$ cat config.mk
export PLATFORM = sky130hd
export DESIGN_NAME = uart_frame_assembler
export DESIGN_NICKNAME = d
export VERILOG_FILES = /design/src/rtl/uart_frame_assembler.sv
export SDC_FILE = /design/constraint.sdc
export NUM_CORES = 1
export LEC_CHECK = 0
export CAP_MARGIN = 10
export CORE_MARGIN = 1.5
export CORE_UTILIZATION = 52
export DETAILED_ROUTE_END_ITERATION = 7
export GPL_TIMING_DRIVEN = 0
export PLACE_DENSITY_LB_ADDON = 0.08
export SLEW_MARGIN = 20
export SYNTH_ARGS = -nofsm -noshare
export SYNTH_HDL_FRONTEND = slang
export SYNTH_SLANG_ARGS = --single-unit
export TNS_END_PERCENT = 1
$ cat constraint.sdc
create_clock -name clk -period 3.6 [get_ports clk]
set_input_delay 0.72 -clock clk [delete_from_list [all_inputs] [get_ports clk]]
set_output_delay 0.72 -clock clk [all_outputs]
set_load 0.02 [all_outputs]
$ cat src/rtl/uart_frame_assembler.sv
// Packs UART bytes MSB-first into frames and buffers them in a show-ahead FIFO.
// Frame written at the edge of its last byte, visible next cycle; no upstream back-pressure, full FIFO drops new frames.

module frame_fifo #(
  parameter int W     = 64,
  parameter int DEPTH = 4
) (
  input  logic                   clk,
  input  logic                   reset,
  input  logic                   push,
  input  logic [W-1:0]           push_data,
  input  logic                   pop,
  output logic [W-1:0]           head,
  output logic                   not_empty,
  output logic                   full,
  output logic [$clog2(DEPTH):0] level
);
  localparam int AW = $clog2(DEPTH);
  localparam int LW = AW + 1;

  logic [W-1:0]  mem [DEPTH];
  logic [AW-1:0] wr_ptr;
  logic [AW-1:0] rd_ptr;
  logic          do_push;
  logic          do_pop;

  assign not_empty = (level != '0);
  assign full      = (level == LW'(DEPTH));
  assign do_pop    = pop && not_empty;
  // A pop in the same cycle frees the slot, so a full FIFO still accepts.
  assign do_push   = push && (!full || do_pop);
  assign head      = not_empty ? mem[rd_ptr] : '0;

  always_ff @(posedge clk) begin
    if (do_push) mem[wr_ptr] <= push_data;
  end

  always_ff @(posedge clk) begin
    if (reset) begin
      wr_ptr <= '0;
      rd_ptr <= '0;
      level  <= '0;
    end else begin
      if (do_push) wr_ptr <= wr_ptr + 1'b1;
      if (do_pop)  rd_ptr <= rd_ptr + 1'b1;
      if (do_push && !do_pop)      level <= level + 1'b1;
      else if (do_pop && !do_push) level <= level - 1'b1;
    end
  end
endmodule

module uart_frame_assembler #(
  parameter int BYTES_PER_FRAME = 8,
  parameter int FIFO_DEPTH      = 4,
  parameter int TIMEOUT_CYCLES  = 100000,
  parameter int CNT_W           = 16
) (
  input  logic                               clk,
  input  logic                               reset,
  input  logic [7:0]                         rx_byte,
  input  logic                               rx_byte_valid,
  output logic [8*BYTES_PER_FRAME-1:0]       frame_value,
  output logic                               frame_valid,
  input  logic                               frame_ready,
  output logic [$clog2(FIFO_DEPTH):0]        fifo_level,
  output logic [$clog2(BYTES_PER_FRAME):0]   partial_bytes,
  output logic                               overflow,
  output logic [CNT_W-1:0]                   drop_count,
  output logic [CNT_W-1:0]                   timeout_count,
  input  logic                               clear_status
);
  localparam int FRAME_W  = 8 * BYTES_PER_FRAME;
  localparam int PB_W     = $clog2(BYTES_PER_FRAME) + 1;
  localparam int TMR_W    = (TIMEOUT_CYCLES > 1) ? $clog2(TIMEOUT_CYCLES) : 1;
  localparam int TMO_LAST = (TIMEOUT_CYCLES > 0) ? TIMEOUT_CYCLES - 1 : 0;
  localparam bit TMO_EN   = (TIMEOUT_CYCLES > 0);

  typedef enum logic {COLLECT_IDLE, COLLECT} state_t;

  state_t             state;
  logic [FRAME_W-1:0] shreg;
  logic [FRAME_W-1:0] frame_next;
  logic [TMR_W-1:0]   timer;
  logic               last_byte;
  logic               timeout_hit;
  logic               pop;
  logic               full;
  logic               drop;

  assign frame_next  = FRAME_W'({shreg, rx_byte});
  assign last_byte   = rx_byte_valid && (partial_bytes == PB_W'(BYTES_PER_FRAME - 1));
  // Expires on the idle cycle that would bring the count to TIMEOUT_CYCLES.
  assign timeout_hit = TMO_EN && (state == COLLECT) && !rx_byte_valid &&
                       (timer == TMR_W'(TMO_LAST));
  assign pop         = frame_valid && frame_ready;
  assign drop        = last_byte && full && !pop;

  frame_fifo #(.W(FRAME_W), .DEPTH(FIFO_DEPTH)) u_fifo (
    .clk       (clk),
    .reset     (reset),
    .push      (last_byte),
    .push_data (frame_next),
    .pop       (pop),
    .head      (frame_value),
    .not_empty (frame_valid),
    .full      (full),
    .level     (fifo_level)
  );

  always_ff @(posedge clk) begin
    if (reset) begin
      state         <= COLLECT_IDLE;
      partial_bytes <= '0;
      shreg         <= '0;
      timer         <= '0;
    end else if (rx_byte_valid) begin
      timer <= '0;
      shreg <= frame_next;
      if (last_byte) begin
        partial_bytes <= '0;
        state         <= COLLECT_IDLE;
      end else begin
        partial_bytes <= partial_bytes + 1'b1;
        state         <= COLLECT;
      end
    end else if (timeout_hit) begin
      partial_bytes <= '0;
      state         <= COLLECT_IDLE;
      timer         <= '0;
    end else if (state == COLLECT && TMO_EN) begin
      timer <= timer + 1'b1;
    end
  end

  function automatic logic [CNT_W-1:0] sat_inc(input logic [CNT_W-1:0] v);
    return (&v) ? v : v + 1'b1;
  endfunction

  // A same-cycle event wins over clear_status, leaving the count at one.
  always_ff @(posedge clk) begin
    if (reset) begin
      overflow      <= 1'b0;
      drop_count    <= '0;
      timeout_count <= '0;
    end else begin
      if (drop)              overflow <= 1'b1;
      else if (clear_status) overflow <= 1'b0;

      if (drop)              drop_count <= clear_status ? CNT_W'(1) : sat_inc(drop_count);
      else if (clear_status) drop_count <= '0;

      if (timeout_hit)       timeout_count <= clear_status ? CNT_W'(1) : sat_inc(timeout_count);
      else if (clear_status) timeout_count <= '0;
    end
  end
endmodule

==> impl_metrics.json <==
{
  "synth_top_family_by_area": "multiplexers",
  "maxCapViolCount": 0,
  "clkLatencyLatePin_ns": 0.53,
  "drv_slew": 0,
  "core_area_um2": 27900,
  "arrival_ns": 2.72,
  "gp_congestion": 0.836,
  "period_share_pct": 95.6,
  "dieHeight_um": 172,
  "vias_per_cell": 5.42,
  "yosysTopAreaCell": "edfxtp_1",
  "antenna_found_initial": 1,
  "grt_max_degree": 35,
  "outcome": "complete, no violations",
  "worst_hold_path_type": "flop to flop",
  "row_count": 61,
  "die_w_um": 172,
  "period_minus_slack_ns": 3.44,
  "drc": 0,
  "required_ns": 2.88,
  "antenna_cells": 0,
  "max_stage_delay_ns": 0.55,
  "met3_usage_pct": 4.76,
  "clock-root-buffer": "clkbuf_16",
  "grt_setup_unrepaired": "no",
  "cts_inserted_buffers": 39,
  "hold_viol": 0,
  "grt_use_met2_pct": 35.4,
  "cts.clk_slew.worst_paths_ns": 0.06,
  "synth-edff-count": 256,
  "synth_cell_types": 47,
  "syn_nets": 986,
  "synth_xor_area_share_pct": 1.83,
  "total_power_w": 0.0111,
  "crit_path_end_kind": "primary output",
  "max_freq_mhz": 290,
  "pre_cts_slack_ns": -0.0964,
  "setup_viol": 0,
  "drt_first_pass_iters": 4,
  "grt_overflow": 0,
  "syn_to_final_growth_pct": 20.0,
  "cts_setup_buffers": 0,
  "syn_area_um2": 14800,
  "design_area_um2": 17800,
  "die_area_um2": 29500,
  "nFillCells": 2121,
  "setup_slack_ns": 0.158,
  "ys.flop_type": "edfxtp_1",
  "synth-simple-area-share_pct": 11.0,
  "yosysWarnings": 0,
  "cellLeakagePower_nw": 5.92,
  "critPathLaunchType": "flop",
  "postLayoutCoreUtil_pct": 63.6,
  "synth.area.mux_share_pct": 14.1,
  "final_common_cell": "edfxtp_1",
  "place_hpwl_um": 18600,
  "cp_num_buf_inv": 2,
  "yosys_register_bits": 376,
  "use_met1_pct": 26.7,
  "ant_nets": 0,
  "cts_max_level": 2,
  "drt-total-wl_um": 29500,
  "ios": 118,
  "powerDensity_nw_per_um2": 623,
  "crit_chain": "buf_2, mux4_2, and2_1, clkdlybuf4s50_1",
  "synthTopCellsByArea": "edfxtp_1, dfxtp_1, mux4_2",
  "final_layout_size_suffix_gt1_share_pct": 13.7,
  "peakVddDrop_v": 0.000366,
  "worst_slew_pin_slew_ns": 1.00,
  "synth_fa_ha_area_share_pct": 0.896,
  "cts_sinks": 376,
  "max_slew_margin_pct": 32.6,
  "synthArstFlopShare_pct": 0,
  "syn_inst": 963,
  "dr_total_vias": 8294,
  "clockBufferDepth": 3,
  "initialDrtViolationCount": 598,
  "wl_per_cell_um": 19.3,
  "grt_usage_pct": 20.8,
  "skew_ns": 0.0187,
  "cts_tree": "yes",
  "synth.top_cell.area_share_pct": 51.9,
  "fin_nets": 1144,
  "grt_pass1_vias": 8403,
  "cp_top_family": "buffers and inverters",
  "synth.avg_cell_area_um2": 15.4,
  "crit_fanout": 10,
  "start_util_pct": 53.0,
  "port_buffers": 115,
  "postPlaceCellArea_um2": 16500,
  "layout_common_cells": "edfxtp_1, dfxtp_1, clkdlybuf4s50_1",
  "grt_pass1_wl_um": 46300,
  "seq_area_frac_synth_pct": 68.1,
  "cp_slowest_cell": "clkdlybuf4s50_1",
  "grt-busiest-layer": "met2",
  "synth_compound_area_share_pct": 2.35,
  "crit_type": "flop to primary output"
}
-- registers in the layout (all words and copies together), names as in the netlist, named ones only --
signal	flops
partial_bytes	4
u_fifo.level	3
overflow	1
u_fifo.wr_ptr	2
u_fifo.mem	256
shreg	56
u_fifo.rd_ptr	2
drop_count	16
timeout_count	16
state	1
timer	17
-- report_power, final --
group	switching, W	internal [W]
combinational	0.00133	0.00122
clock	0.00161	0.00224
sequential	0.0000604	0.00461
total	0.00300	0.00808
-- final cells by class --
class | instances | area [um2] | area share (%)
plain buffers | 47 | 216 | 1.22
clock buffers | 59 | 1120 | 6.32
clock inverters | 13 | 119 | 0.669
inverters | 12 | 45.0 | 0.254
multi-input cells | 526 | 4470 | 25.2
flip-flops and latches | 376 | 10100 | 56.8
well taps | 378 | 473 | 2.66
repair buffers | 119 | 1230 | 6.93
-- kinds of logic after synthesis --
group	Yosys count
AND/OR/NAND/NOR	300
flip-flops	376
XOR/XNOR	31
AO/OA/AOI/OAI	57
multiplexers	128
buffers and inverters	61
adder cells (fa/ha/maj)	10
-- worst min-delay path: stages, from the launching register on --
cell and delay [ns]:
dfxtp_1 0.31, nand2b_1 0.06, a21oi_1 0.06
-- metrics by stage --
stage / cells / TNS, ns / hold WS, ns
after detailed placement: 1460 / -0.0964 / 0.472
after CTS: 1531 / 0 / 0.479
final: 1530 / 0 / 0.470
after floorplan: 963 / 0 / 0.459
after global placement: 1456 / -448.64 / 0.459
after global routing: 1530 / 0 / 0.508
-- layer usage --
layer	vias up	routed length, um
met2	181	14700
met1	4122	12700
met4	2	566
li1	3942	-
met3	47	1530
met5	-	13
-- repair_timing --
| item | in CTS | in global routing |
|---|---|---|
| resized for setup | 9 | 3 |
| setup endpoints to repair | 60 | 48 |
| hold buffers | 0 | 0 |
-- cells in the mapped netlist (all sizes together), types with 5 or more instances --
cell type and number:
dfxtp 120, nor2 105, clkbuf 29, a21oi 25, and3 6, mux2i 64, and4 5, xor2 14
buf 20, mux4 64, nor3 10, or4 10, o31ai 10, nand2 30, inv 12, or3 11
nor4 9, ha 9, nand4 12, o21ai 9, edfxtp 256, xnor2 17, nand3 17, and2 68
-- final timing paths --
| kind | startpoint | endpoint | slack [ns] | depth (start not counted) |
|---|---|---|---|---|
| worst min register to register | overflow | overflow | 0.47 | 2 |
| worst min-delay path | overflow | overflow | 0.47 | 2 |
| worst max-delay path | flop | frame_value[61] | 0.16 | 4 |
| worst max register to register | partial_bytes[0] | u_fifo.level[2] | 0.56 | 9 |
(Power assumes the default switching activity.)
